===== config.mk =====
export PLATFORM = sky130hd
export DESIGN_NAME = spi_master_param
export DESIGN_NICKNAME = d
export VERILOG_FILES = /design/src/rtl/spi_pkg.sv /design/src/rtl/spi_clk_gen.sv /design/src/rtl/spi_master_param.sv
export SDC_FILE = /design/constraint.sdc
export NUM_CORES = 1
export LEC_CHECK = 0
export ABC_CLOCK_PERIOD_IN_PS = 2240
export CAP_MARGIN = 40
export CORE_UTILIZATION = 36
export CTS_BUF_LIST = sky130_fd_sc_hd__clkbuf_8
export DETAILED_ROUTE_END_ITERATION = 8
export DONT_BUFFER_PORTS = 1
export SKIP_CTS_REPAIR_TIMING = 1
export SLEW_MARGIN = 20
export SYNTH_ARGS = -nofsm -noshare
export SYNTH_HDL_FRONTEND = slang
export SYNTH_SLANG_ARGS = --single-unit
export TNS_END_PERCENT = 50

===== constraint.sdc =====
create_clock -name clk -period 2.24 [get_ports clk]
set_input_delay 0.672 -clock clk [delete_from_list [all_inputs] [get_ports clk]]
set_output_delay 0.672 -clock clk [all_outputs]
set_load 0.02 [all_outputs]

===== src/rtl/spi_pkg.sv =====
// Shared types for the SPI master: FSM state encoding and latched SPI mode.
package spi_pkg;

    typedef enum logic [1:0] {
        ST_IDLE  = 2'd0,
        ST_LEAD  = 2'd1,
        ST_XFER  = 2'd2,
        ST_TRAIL = 2'd3
    } spi_state_e;

    typedef struct packed {
        logic cpol;
        logic cpha;
    } spi_mode_t;

endpackage


===== src/rtl/spi_clk_gen.sv =====
// Half-period tick generator: pulses once every div+1 cycles while enabled,
// counter held at zero when disabled so every transfer starts phase-aligned.
module spi_clk_gen
    import spi_pkg::*;
#(
    parameter int DIV_W = 8
) (
    input  logic             clk,
    input  logic             rst_n,
    input  logic             en,
    input  logic [DIV_W-1:0] div,
    output logic             tick
);

    logic [DIV_W-1:0] cnt;

    assign tick = en && (cnt == div);

    always_ff @(posedge clk or negedge rst_n) begin
        if (!rst_n)
            cnt <= '0;
        else if (!en || tick)
            cnt <= '0;
        else
            cnt <= cnt + 1'b1;
    end

endmodule


===== src/rtl/spi_master_param.sv =====
// Parameterized SPI master, all four cpol/cpha modes, per-transfer chip select.
// Optional LSB-first port is compiled in when SPI_LSB_FIRST_EN is defined.
module spi_master_param
    import spi_pkg::*;
#(
    parameter int DATA_W = 32,
    parameter int CS_NUM = 4,
    parameter int DIV_W  = 8
) (
    input  logic                                         clk,
    input  logic                                         rst_n,
    input  logic                                         start,
    output logic                                         busy,
    output logic                                         done,
    input  logic [DATA_W-1:0]                            din,
    output logic [DATA_W-1:0]                            dout,
    input  logic [((CS_NUM > 1) ? $clog2(CS_NUM) : 1)-1:0] cs_sel,
    input  logic                                         cpol,
    input  logic                                         cpha,
    input  logic [DIV_W-1:0]                             clk_div,
`ifdef SPI_LSB_FIRST_EN
    input  logic                                         lsb_first,
`endif
    output logic                                         sck,
    output logic                                         mosi,
    input  logic                                         miso,
    output logic [CS_NUM-1:0]                            cs_n
);

    localparam int              HC_W    = $clog2(2 * DATA_W);
    localparam logic [HC_W-1:0] HC_LAST = HC_W'(2 * DATA_W - 1);

    spi_state_e        state;
    spi_mode_t         mode_q;
    logic [DIV_W-1:0]  div_q;
    logic [DATA_W-1:0] tx_q;
    logic [DATA_W-1:0] rx_q;
    logic [HC_W-1:0]   hcnt;
    logic [CS_NUM-1:0] cs_dec;
    logic              tick;
    logic              lsb_in;
    logic              lsb_q;
    logic              edge_now;
    logic              lead_edge;
    logic              samp;
    logic              shft;

`ifdef SPI_LSB_FIRST_EN
    assign lsb_in = lsb_first;

    always_ff @(posedge clk or negedge rst_n) begin
        if (!rst_n)
            lsb_q <= 1'b0;
        else if (state == ST_IDLE && start)
            lsb_q <= lsb_first;
    end
`else
    assign lsb_in = 1'b0;
    assign lsb_q  = 1'b0;
`endif

    spi_clk_gen #(.DIV_W(DIV_W)) u_clk_gen (
        .clk   (clk),
        .rst_n (rst_n),
        .en    (state != ST_IDLE),
        .div   (div_q),
        .tick  (tick)
    );

    // SCK edges fall on the LEAD->XFER boundary and every internal XFER
    // boundary: 2*DATA_W edges, even-numbered ones are leading.
    always_comb begin
        edge_now  = 1'b0;
        lead_edge = 1'b0;
        if (tick && state == ST_LEAD) begin
            edge_now  = 1'b1;
            lead_edge = 1'b1;
        end else if (tick && state == ST_XFER && hcnt != HC_LAST) begin
            edge_now  = 1'b1;
            lead_edge = hcnt[0];
        end
    end

    assign samp = edge_now && (lead_edge != mode_q.cpha);
    assign shft = edge_now && (lead_edge == mode_q.cpha);

    // Out-of-range selects decode to no active chip select.
    always_comb begin
        cs_dec = '1;
        for (int i = 0; i < CS_NUM; i++)
            cs_dec[i] = (int'(cs_sel) != i);
    end

    always_ff @(posedge clk or negedge rst_n) begin
        if (!rst_n) begin
            state  <= ST_IDLE;
            mode_q <= '0;
            div_q  <= '0;
            tx_q   <= '0;
            rx_q   <= '0;
            hcnt   <= '0;
            cs_n   <= '1;
            sck    <= 1'b0;
            mosi   <= 1'b0;
            busy   <= 1'b0;
            done   <= 1'b0;
            dout   <= '0;
        end else begin
            done <= 1'b0;
            if (samp)
                rx_q <= lsb_q ? {miso, rx_q[DATA_W-1:1]} : {rx_q[DATA_W-2:0], miso};
            if (shft) begin
                mosi <= lsb_q ? tx_q[0] : tx_q[DATA_W-1];
                tx_q <= lsb_q ? (tx_q >> 1) : (tx_q << 1);
            end
            if (edge_now)
                sck <= ~sck;

            case (state)
                ST_IDLE: begin
                    mosi <= 1'b0;
                    if (start) begin
                        state       <= ST_LEAD;
                        busy        <= 1'b1;
                        cs_n        <= cs_dec;
                        sck         <= cpol;
                        mode_q.cpol <= cpol;
                        mode_q.cpha <= cpha;
                        div_q       <= clk_div;
                        // cpha=0 needs the first bit on the wire before the first edge
                        if (!cpha) begin
                            mosi <= lsb_in ? din[0] : din[DATA_W-1];
                            tx_q <= lsb_in ? (din >> 1) : (din << 1);
                        end else begin
                            tx_q <= din;
                        end
                    end
                end
                ST_LEAD: begin
                    if (tick) begin
                        state <= ST_XFER;
                        hcnt  <= '0;
                    end
                end
                ST_XFER: begin
                    if (tick) begin
                        if (hcnt == HC_LAST)
                            state <= ST_TRAIL;
                        else
                            hcnt <= hcnt + 1'b1;
                    end
                end
                ST_TRAIL: begin
                    if (tick) begin
                        state <= ST_IDLE;
                        busy  <= 1'b0;
                        done  <= 1'b1;
                        cs_n  <= '1;
                        dout  <= rx_q;
                        mosi  <= 1'b0;
                    end
                end
                default: state <= ST_IDLE;
            endcase
        end
    end

endmodule


==> impl_summary.log <==
INFO  metric min_cycle_time_layout = 2.09 ns
INFO  metric post-route-drc-count = 0
INFO  metric detailed_route_wl = 11.8 mm
INFO  metric finClkSkew = 0.00716 ns
INFO  metric setup.worst_path.end_class = flip-flop
INFO  metric synth.area.mux_share = 17.4%
INFO  metric clock_tree_from_tritoncts = done
INFO  metric min-delay-path-class = primary input to async pin
INFO  metric clockRootBuffer = sky130_fd_sc_hd__clkbuf_8
INFO  metric first_iter_violations = 172
INFO  metric r2r.worst_path.cells = 7
INFO  metric timing.critical_path.slowest_cell_delay = 0.45 ns
INFO  metric synthMostInstantiatedCell = sky130_fd_sc_hd__dfrtp_1
INFO  metric simple_logic_cell_fraction_of_the_synthesized_area = 7.20%
INFO  metric maxSlewHeadroom = 62.0%
INFO  metric clock_latency = 0.44 ns
INFO  metric post_route_fraction_of_the_period_consumed_by_the_critical_path = 93.3%
INFO  metric crit_path_start_kind = flip-flop
INFO  metric async_flop_share = 100%
INFO  metric cp_cell_sequence = xnor2_1 > nand4_1 > nor3_4 > nand2_2 > buf_4 > buf_4 > a21o_1
INFO  metric start_util = 37.3%
INFO  metric seq_area_frac_synth = 53.9%
INFO  metric synthAdderAreaFrac = 1.46%
INFO  metric io_pins = 88
INFO  metric clkTransAtPathRegs = 0.07 ns
INFO  metric grt_start_max_net_pins = 130
INFO  metric final_nets = 559
INFO  metric violated_checks = negative hold slack
INFO  metric synth.yosys.warnings = 0
INFO  metric worst-path-max-fanout = 33
INFO  metric synthDominantCellAreaShare = 52.2%
INFO  metric place.gp.congestion = 0.775
INFO  metric top_usage_layer = met2
INFO  metric irDropWorstVdd = 0.359 mV
INFO  metric dp_hpwl = 7.48 mm
INFO  metric slew_violations = 0
INFO  metric slowest_stage = sky130_fd_sc_hd__dfrtp_1
INFO  metric use_met3 = 4.06%
INFO  metric routed_antenna_nets = 0
INFO  metric die_y = 131 um
INFO  metric tightest_slew = 0.569 ns
INFO  metric final_report_hold_violation_count = 125
INFO  metric ys_top_cells_by_count = sky130_fd_sc_hd__dfrtp_1 (125), sky130_fd_sc_hd__mux2_2 (47), sky130_fd_sc_hd__o21ai_0 (34)
INFO  metric grt_pass1_vias = 3952
INFO  metric result_of_the_run = finished, violations left
INFO  metric n_antenna_cell = 0
INFO  metric worst_reg2reg_path_startpoint = u_clk_gen.cnt[0]
INFO  metric wl_per_cell = 16.2 um
INFO  metric max_freq = 0.478 GHz
INFO  metric crit_path_frequent_cell = sky130_fd_sc_hd__buf_4
INFO  metric drt_pass1_iterations = 4
INFO  metric cts_inserted_buffers = 17
INFO  metric routed-via-count = 3969
INFO  metric static-leakage-power = 3.14 nW
INFO  metric xor_and_xnor_fraction_of_the_mapped_netlist_area = 2.05%
INFO  metric drt-vias-per-instance = 5.42
INFO  metric r2r-end = busy
INFO  metric synthDistinctLibCells = 50
INFO  metric die-width = 131 um
INFO  metric grt.overflow.total = 0
INFO  metric fp.coreArea = 16100 um^2
INFO  metric dominant_combinational_cell_family_by_area_after_synthesis = multiplexers
INFO  metric grt_util_met2 = 22.9%
INFO  metric overall_track_demand_over_capacity_in_global_routing = 14.6%
INFO  metric setup-violations-final = 0
INFO  metric core.rowCount = 46
INFO  metric layout-drive-gt1-share = 21.3%
INFO  metric wire_length_of_the_first_global_routing_pass = 19.2 mm
INFO  metric syn_to_final_growth = 11.6%
INFO  metric totalNegativeSetupSlack = 0 ns
INFO  metric synth_edf_count = 0
INFO  metric cts-root-to-sink-buffers = 2
INFO  metric post_syn_area_per_cell = 11.8 um^2
INFO  metric worst_ep_required_time = 2.57 ns
INFO  metric synth_top_flop_cell = sky130_fd_sc_hd__dfrtp_1
INFO  metric cts_sinks = 129
INFO  metric max_cap_violations = 0
INFO  metric path_class = flip-flop to flip-flop
INFO  metric hold-worst-slack = -0.0749 ns
INFO  metric power_per_cell_area = 677 nW/um^2
INFO  metric rrSetupSlack = 0.15 ns
INFO  metric grt_antenna_before_repair = 0
INFO  metric use_met1 = 18.7%
INFO  metric ys_seq_elements = 129
INFO  metric cts_htree_levels = 4
INFO  metric dieArea = 17200 um^2
INFO  metric ys_top_cells_by_area = sky130_fd_sc_hd__dfrtp_1 (52%), sky130_fd_sc_hd__mux2_2 (8.8%), sky130_fd_sc_hd__mux2i_1 (5.2%)
INFO  metric post_synth_instance_area = 6000 um^2
INFO  metric synth_compound_area_share = 14.4%
INFO  metric portBuffers = 0
INFO  metric number_of_inserted_filler_cells_in_the_final_layout = 1502
INFO  metric placedInstanceArea = 6270 um^2
INFO  metric worst-endpoint-arrival = 2.42 ns
INFO  metric synth_top_cell_by_area = sky130_fd_sc_hd__dfrtp_1
INFO  metric rsz_0062_raised_after_global_routing = yes
INFO  metric mappedNetlistNets = 563
INFO  metric design_area = 6690 um^2
INFO  metric post_synth_inst_count = 508
## final cells by class
cell class / instances / area, um^2 / share of cell area (%)
timing repair buffer: 16 / 183 / 2.73
tap: 216 / 270 / 4.04
multi-input combinational: 332 / 2550 / 38.2
inverter: 8 / 30.0 / 0.449
sequential: 129 / 3230 / 48.3
clock buffer: 19 / 262 / 3.91
clock inverter: 12 / 159 / 2.38
## cell usage in the layout (no fill, tap or decap), drive strengths merged, types with 11 or more instances in the layout
| master | n |
|---|---|
| dfrtp | 125 |
| mux2 | 65 |
| o21ai | 35 |
| a31oi | 33 |
| nand2 | 33 |
| mux2i | 31 |
| a22oi | 31 |
| nor2 | 21 |
| clkbuf | 19 |
| buf | 16 |
| nand3 | 11 |
## sequential cells by signal, summed over array words and instances, names as in the netlist, 2 cells and up
register,cells
dout,32
cs_n,4
hcnt,6
div_q,8
tx_q,32
u_clk_gen.cnt,8
rx_q,32
state,2
## critical path, delay by kind of cell (launching register included)
kind,cells,cell delay (ns)
xor gates and xnor gates,1,0.16
and+or+nand+nor,3,0.70
DFF,1,0.45
buffers and inverters,2,0.49
AOI/OAI and AO/OA,1,0.17
## metal layers
layer	vias to the layer above	part of all wire (%)
met5	-	0
met2	93	49
met3	16	4.8
met1	2005	45
li1	1855	-
met4	0	1.7
## metrics by stage
step                std cells  utilization [%]  power [mW]  setup WS (ns)
global placement          701             39.0        2.48          0.147
global route              732             41.7        4.71        -0.0283
CTS                       732             41.6        4.61         0.0645
detailed placement        701             39.0        2.48         0.0909
floorplan                 508                -        2.48          0.154
finish                    732             41.7        4.53          0.150
## worst max-delay path by stage
stage / startpoint / to / slack, ns / cells after the start
after floorplan: hcnt[1] / rx_q[10] / 0.15 / 8
after global placement: state[1] / tx_q[11] / 0.15 / 8
after detailed placement: state[1] / tx_q[5] / 0.09 / 8
after CTS: state[1] / tx_q[5] / 0.06 / 8
after global routing: state[1] / tx_q[10] / -0.03 / 8
final: u_clk_gen.cnt[0] / busy / 0.15 / 7
## power breakdown
| group | switching (mW) | internal, mW | total, mW |
|---|---|---|---|
| registers | 0.0173 | 2.35 | 2.37 |
| logic | 0.0181 | 0.0450 | 0.0632 |
| clock network | 0.937 | 1.16 | 2.09 |
| total | 0.972 | 3.55 | 4.53 |
## cells by family after synthesis
logic type,Yosys count
buf+inv,47
simple gates,90
flops,129
fa+ha+maj,7
xor+xnor,14
mux,96
compound gates,125
No activity file was read; power rests on OpenSTA's default activity.
